==> src/rtl/prio_arbiter_pkg.sv <==
// prio_arbiter_pkg: shared types for the priority arbiter.
//   arb_mode_e selects between fixed lowest-index-first and round-robin selection.
package prio_arbiter_pkg;

    typedef enum logic {
        ArbFixed      = 1'b0,
        ArbRoundRobin = 1'b1
    } arb_mode_e;

endpackage

==> src/rtl/prio_find.sv <==
// prio_find: combinational "first set bit at or after start, with wrap" search.
//   req   - request vector, bit i is requester i
//   start - index at which the search begins (0 gives plain lowest-index-first)
//   found - at least one bit of req is set
//   idx   - winning index; 0 when nothing is found
// Two passes run in parallel: one over the requests at or above start, one over
// all requests. The masked result wins when it exists, otherwise the search wraps.
module prio_find #(
    parameter int unsigned NumReq   = 16,
    parameter int unsigned IdxWidth = $clog2(NumReq)
) (
    input  logic [NumReq-1:0]   req,
    input  logic [IdxWidth-1:0] start,
    output logic                found,
    output logic [IdxWidth-1:0] idx
);

    logic [NumReq-1:0]   mask;
    logic [NumReq-1:0]   masked;
    logic                masked_found;
    logic                any_found;
    logic [IdxWidth-1:0] masked_idx;
    logic [IdxWidth-1:0] any_idx;

    // Thermometer mask: bit i is kept when i >= start.
    always_comb begin
        mask = '0;
        for (int unsigned i = 0; i < NumReq; i++) begin
            mask[i] = (i >= 32'(start));
        end
    end

    assign masked = req & mask;

    // Scan from the top down so the last hit written is the lowest set index.
    always_comb begin
        masked_found = 1'b0;
        masked_idx   = '0;
        any_found    = 1'b0;
        any_idx      = '0;
        for (int i = int'(NumReq) - 1; i >= 0; i--) begin
            if (masked[i]) begin
                masked_found = 1'b1;
                masked_idx   = IdxWidth'(i);
            end
            if (req[i]) begin
                any_found = 1'b1;
                any_idx   = IdxWidth'(i);
            end
        end
    end

    // A masked hit implies an unmasked one, so any_found alone decides validity.
    assign found = any_found;
    assign idx   = masked_found ? masked_idx : any_idx;

endmodule

==> src/rtl/prio_arbiter.sv <==
// prio_arbiter: priority / round-robin arbiter with a registered, handshaked grant.
//   clk_i        - clock
//   rst_ni       - asynchronous active-low reset
//   mode_i       - ArbFixed (lowest index wins) or ArbRoundRobin (search from ptr)
//   req_i        - request vector
//   lock_i       - holds the round-robin pointer on an accepted grant
//   gnt_valid_o  - grant register holds a valid grant
//   gnt_ready_i  - consumer accepts the grant
//   gnt_idx_o    - granted index
//   gnt_onehot_o - one-hot form of gnt_idx_o, zero when not valid
//   ptr_o        - round-robin start pointer
// Every output comes straight from a flop; req_i is only looked at on load cycles.
module prio_arbiter
    import prio_arbiter_pkg::*;
#(
    parameter int unsigned NumReq   = 16,
    parameter int unsigned IdxWidth = $clog2(NumReq)
) (
    input  logic                clk_i,
    input  logic                rst_ni,
    input  arb_mode_e           mode_i,
    input  logic [NumReq-1:0]   req_i,
    input  logic                lock_i,
    output logic                gnt_valid_o,
    input  logic                gnt_ready_i,
    output logic [IdxWidth-1:0] gnt_idx_o,
    output logic [NumReq-1:0]   gnt_onehot_o,
    output logic [IdxWidth-1:0] ptr_o
);

    logic                load;
    logic                accept;
    logic                rr_mode;
    logic [IdxWidth-1:0] search_start;
    logic                cand_found;
    logic [IdxWidth-1:0] cand_idx;

    logic                gnt_valid_q, gnt_valid_d;
    logic [IdxWidth-1:0] gnt_idx_q,   gnt_idx_d;
    logic [NumReq-1:0]   gnt_onehot_q, gnt_onehot_d;
    logic [IdxWidth-1:0] ptr_q,       ptr_d;

    // The register refills whenever it is empty or its content is being taken.
    assign load    = !gnt_valid_q || gnt_ready_i;
    assign accept  = gnt_valid_q && gnt_ready_i;
    assign rr_mode = (mode_i == ArbRoundRobin);

    // Selection always uses the pre-update pointer, so back-to-back grants see
    // the pointer one grant late; this keeps the pointer off the search path.
    assign search_start = rr_mode ? ptr_q : '0;

    prio_find #(
        .NumReq   (NumReq),
        .IdxWidth (IdxWidth)
    ) u_find (
        .req   (req_i),
        .start (search_start),
        .found (cand_found),
        .idx   (cand_idx)
    );

    // Grant register next state: hold while stalled, otherwise capture the candidate.
    always_comb begin
        gnt_valid_d  = gnt_valid_q;
        gnt_idx_d    = gnt_idx_q;
        gnt_onehot_d = gnt_onehot_q;
        if (load) begin
            gnt_valid_d = cand_found;
            gnt_idx_d   = cand_found ? cand_idx : '0;
            for (int unsigned i = 0; i < NumReq; i++) begin
                gnt_onehot_d[i] = cand_found && (cand_idx == IdxWidth'(i));
            end
        end
    end

    // Pointer moves past the accepted index; wrap at NumReq-1 so non-power-of-two
    // sizes never point at a nonexistent requester.
    always_comb begin
        ptr_d = ptr_q;
        if (accept && rr_mode && !lock_i) begin
            if (gnt_idx_q == IdxWidth'(NumReq - 1)) begin
                ptr_d = '0;
            end else begin
                ptr_d = gnt_idx_q + IdxWidth'(1);
            end
        end
    end

    always_ff @(posedge clk_i or negedge rst_ni) begin
        if (!rst_ni) begin
            gnt_valid_q  <= 1'b0;
            gnt_idx_q    <= '0;
            gnt_onehot_q <= '0;
            ptr_q        <= '0;
        end else begin
            gnt_valid_q  <= gnt_valid_d;
            gnt_idx_q    <= gnt_idx_d;
            gnt_onehot_q <= gnt_onehot_d;
            ptr_q        <= ptr_d;
        end
    end

    assign gnt_valid_o  = gnt_valid_q;
    assign gnt_idx_o    = gnt_idx_q;
    assign gnt_onehot_o = gnt_onehot_q;
    assign ptr_o        = ptr_q;

endmodule

==> config.mk <==
export PLATFORM = sky130hd
export DESIGN_NAME = prio_arbiter
export DESIGN_NICKNAME = d
export VERILOG_FILES = /design/src/rtl/prio_arbiter_pkg.sv /design/src/rtl/prio_find.sv /design/src/rtl/prio_arbiter.sv
export SDC_FILE = /design/constraint.sdc
export NUM_CORES = 1
export LEC_CHECK = 0
export ABC_AREA = 1
export BUFFER_PORTS_ARGS = -buffer_cell sky130_fd_sc_hd__buf_2
export CORE_ASPECT_RATIO = 0.8
export CORE_UTILIZATION = 45
export DETAILED_ROUTE_END_ITERATION = 12
export PLACE_DENSITY = 0.7
export SLEW_MARGIN = 20
export SYNTH_ARGS = -nofsm -noshare
export SYNTH_HDL_FRONTEND = slang
export SYNTH_SLANG_ARGS = --single-unit
==> constraint.sdc <==
create_clock -name clk_i -period 2.25 [get_ports clk_i]
set_input_delay 0.225 -clock clk_i [delete_from_list [all_inputs] [get_ports clk_i]]
set_output_delay 0.225 -clock clk_i [all_outputs]
set_load 0.02 [all_outputs]
==> qor.yml <==
status: "finished, final reports clean"
worst_slack_ns: 0.163
grt_first_pass_wirelength_um: 7580
cts_root_buffer: "clkbuf_8"
ir_drop_v: 0.000493
rsz0062_at_grt: "true"
fin_crit_ns: 2.09
initial_utilization_pct: 49.3
ys_seq_area_share_pct: 35.4
finalHoldViolCount: 0
p_switching_w: 0.000663
p_leak_nw: 1.26
setup_viol: 0
path_cells: "nand2_1 -> nand2_1 -> nand2_1 -> nand2_1 -> inv_1 -> a21oi_1 -> nand2_1 -> o21bai_1 -> nand2_1 -> nand2_1 -> nor2_1 -> nand3_1 -> nand2_1"
syn_nets: 300
arrival_ns: 2.31
avgRoutedWirePerCell_um: 11.9
antenna_found_initial: 0
synth-main-ff-cell: "dfrtp_1"
yosysMostFrequentCell: "nand2_1"
synthArstFlopShare_pct: 100
period_share_pct: 92.8
coreArea_um2: 3590
critical_path.most_common_cell: "nand2_1"
syn_area_um2: 1770
clk_pin_slew_worst_paths_ns: 0.10
placement.io_buffers: 45
hold_start: "req_i[13]"
die_area_um2: 4190
grt_start_max_net_pins: 26
max_stage_delay_ns: 0.41
p_sw_share_pct: 43.3
worst_skew_pair.late_latency_ns: 0.28
synth_seq_cells: 25
postSynthAreaPerCell_um2: 6.36
clockPowerShare_pct: 18.0
gr-usage-met1_pct: 39.0
synth_cell_types: 27
drv_slew: 0
vias: 1848
htreeDepth: 1
endpoint_kind: "flop"
clkSinkCount: 25
place_ws_ns: 0.181
syn_inst: 278
cts_tree: "built"
crit_fanout: 4
fin_worst_skew_ns: 0.0125
hpwl_um: 3630
fin_nets: 351
routabilityCongestion: 0.894
tightestPinTransition_ns: 0.563
fmax_ghz: 0.479
use_met3_pct: 3.83
startpoint_type: "flop"
p_seq_share_pct: 38.1
die_h_um: 58.1
synth_top_cells_by_area: "dfrtp_1, nand2_1, inv_1"
r2r-start: "ptr_o[1]"
drc_errors: 0
synth_commonest_cells: "nand2_1, inv_1, nor2_1, dfrtp_1, nand3_1"
area_delta_synth_final_pct: 21.6
drive_above_1_share_pct: 25.3
path_class: "flop to flop"
comb_power_share_pct: 44.0
grt_busiest_layer: "met1"
cts_buffer_depth: 2
yosysWarnings: 0
drt_iter0_drc: 126
cp_num_buf_inv: 1
whs_ns: 0.342
antenna_left: 0
numCtsBuffers: 3
rows: 19
cp.required_ns: 2.47
startpoint: "ptr_o[1]"
first_pass_iters: 4
gr-usage-met2_pct: 32.0
synth_top_area_cell: "dfrtp_1"
antennaDiodeCount: 0
relSlewSlack_pct: 62.5
ios: 46
routed_wl_um: 4530
cp_slowest_cell: "dfrtp_1"
grt_util_all_layers_pct: 23.7
viasPerCell: 4.86
synth_edf_count: 0
drv_cap: 0
hold_class: "input port to flop"
overflow: 0
grt_pass1_vias: 1629
power_density_nw_per_um2: 712
die_w_um: 72.1
yosysTopAreaCellShare_pct: 35.4
crit_family: "simple AND/OR/NAND/NOR gates"
cellInternalPower_w: 0.000869
fillers: 353
==> worst register-to-register path, stage by stage, from the launching register on <==
cell      delay (ns)
dfrtp_1         0.41
nand2_1         0.14
nand2_1         0.15
nand2_1         0.06
nand2_1         0.07
inv_1           0.05
a21oi_1         0.24
nand2_1         0.08
o21bai_1        0.16
nand2_1         0.06
nand2_1         0.09
nor2_1          0.27
nand3_1         0.17
nand2_1         0.08
==> power by group through the flow <==
| stage | Combinational [W] | Clock [W] | Sequential [W] |
|---|---|---|---|
| global route | 0.000753 | 0.000296 | 0.000593 |
| global placement | 0.000629 | 0 | 0.000592 |
| finish | 0.000674 | 0.000275 | 0.000583 |
| detailed placement | 0.000631 | 0 | 0.000591 |
| CTS | 0.000633 | 0.000286 | 0.000583 |
| floorplan | 0.000352 | 0 | 0.000672 |
==> cells in the final DEF (no fill, tap or decap), types with 2 or more instances in the layout <==
cell      instances
a21oi_1           2
buf_2            45
buf_4             3
clkbuf_8          3
dfrtp_1          24
inv_1            37
inv_2             6
nand2_1         102
nand2_2           9
nand2_4           2
nand3_1          23
nand4_1           9
nor2_1           27
nor2_2            3
nor2_4            4
nor3_1            3
o21ai_0           9
o21ai_1           2
or2_2             2
==> flip-flops by register name (all words and copies together) (netlist names) <==
name and count:
gnt_valid_o 1, ptr_o 4, gnt_onehot_o 16, gnt_idx_o 4
==> per-stage QoR <==
step	setup TNS, ns	cell area [µm²]	instances	total power, W	util (%)
2_1_floorplan	0	1770	278	0.00102	-
3_3_place_gp	0	2060	373	0.00122	57.3
3_5_place_dp	0	2060	373	0.00122	57.3
4_1_cts	0	2110	378	0.00150	58.9
5_1_grt	-0.179	2150	380	0.00164	59.9
6_report	0	2150	380	0.00153	59.9
==> per-layer routing <==
layer	wire length (µm)	vias up
li1	-	959
met1	2410	837
met2	1820	48
met3	269	4
met4	27	0
met5	0	-
==> repair_timing <==
item                                    CTS  global route
hold endpoints to repair                 25             0
setup buffers                             0             2
hold buffers                              1             0
gates resized for setup                   0             5
endpoints found under the setup margin    0            13
==> logic make-up after synthesis <==
| kind of cell | Yosys count | synth area share [%] |
|---|---|---|
| simple gates | 187 | 47.5 |
| compound gates | 17 | 5.73 |
| flops | 25 | 35.4 |
| xor+xnor | 2 | 0.990 |
| buf+inv | 46 | 9.76 |
| fa+ha+maj | 1 | 0.707 |
==> cell type report <==
| type | count | area (µm²) | area share [%] |
|---|---|---|---|
| Multi-Input combinational cell | 207 | 991 | 46.1 |
| Clock inverter | 1 | 7.51 | 0.349 |
| Clock buffer | 3 | 41.3 | 1.92 |
| Inverter | 43 | 161 | 7.50 |
| Timing Repair Buffer | 49 | 258 | 12.0 |
| Sequential cell | 25 | 627 | 29.1 |
| Tap cell | 52 | 65.1 | 3.03 |
==> final timing paths <==
kind	endpoint	slack [ns]	cells past startpoint
worst max-delay path	gnt_onehot_o[1]	0.16	13
worst min-delay path	gnt_valid_o	0.34	5
worst max register to register	gnt_onehot_o[1]	0.16	13
worst min register to register	gnt_onehot_o[14]	0.48	2
max in group asynchronous	ptr_o[2]	1.38	2
min in group asynchronous	ptr_o[3]	0.46	2
Power figures use the tool's default switching activity.
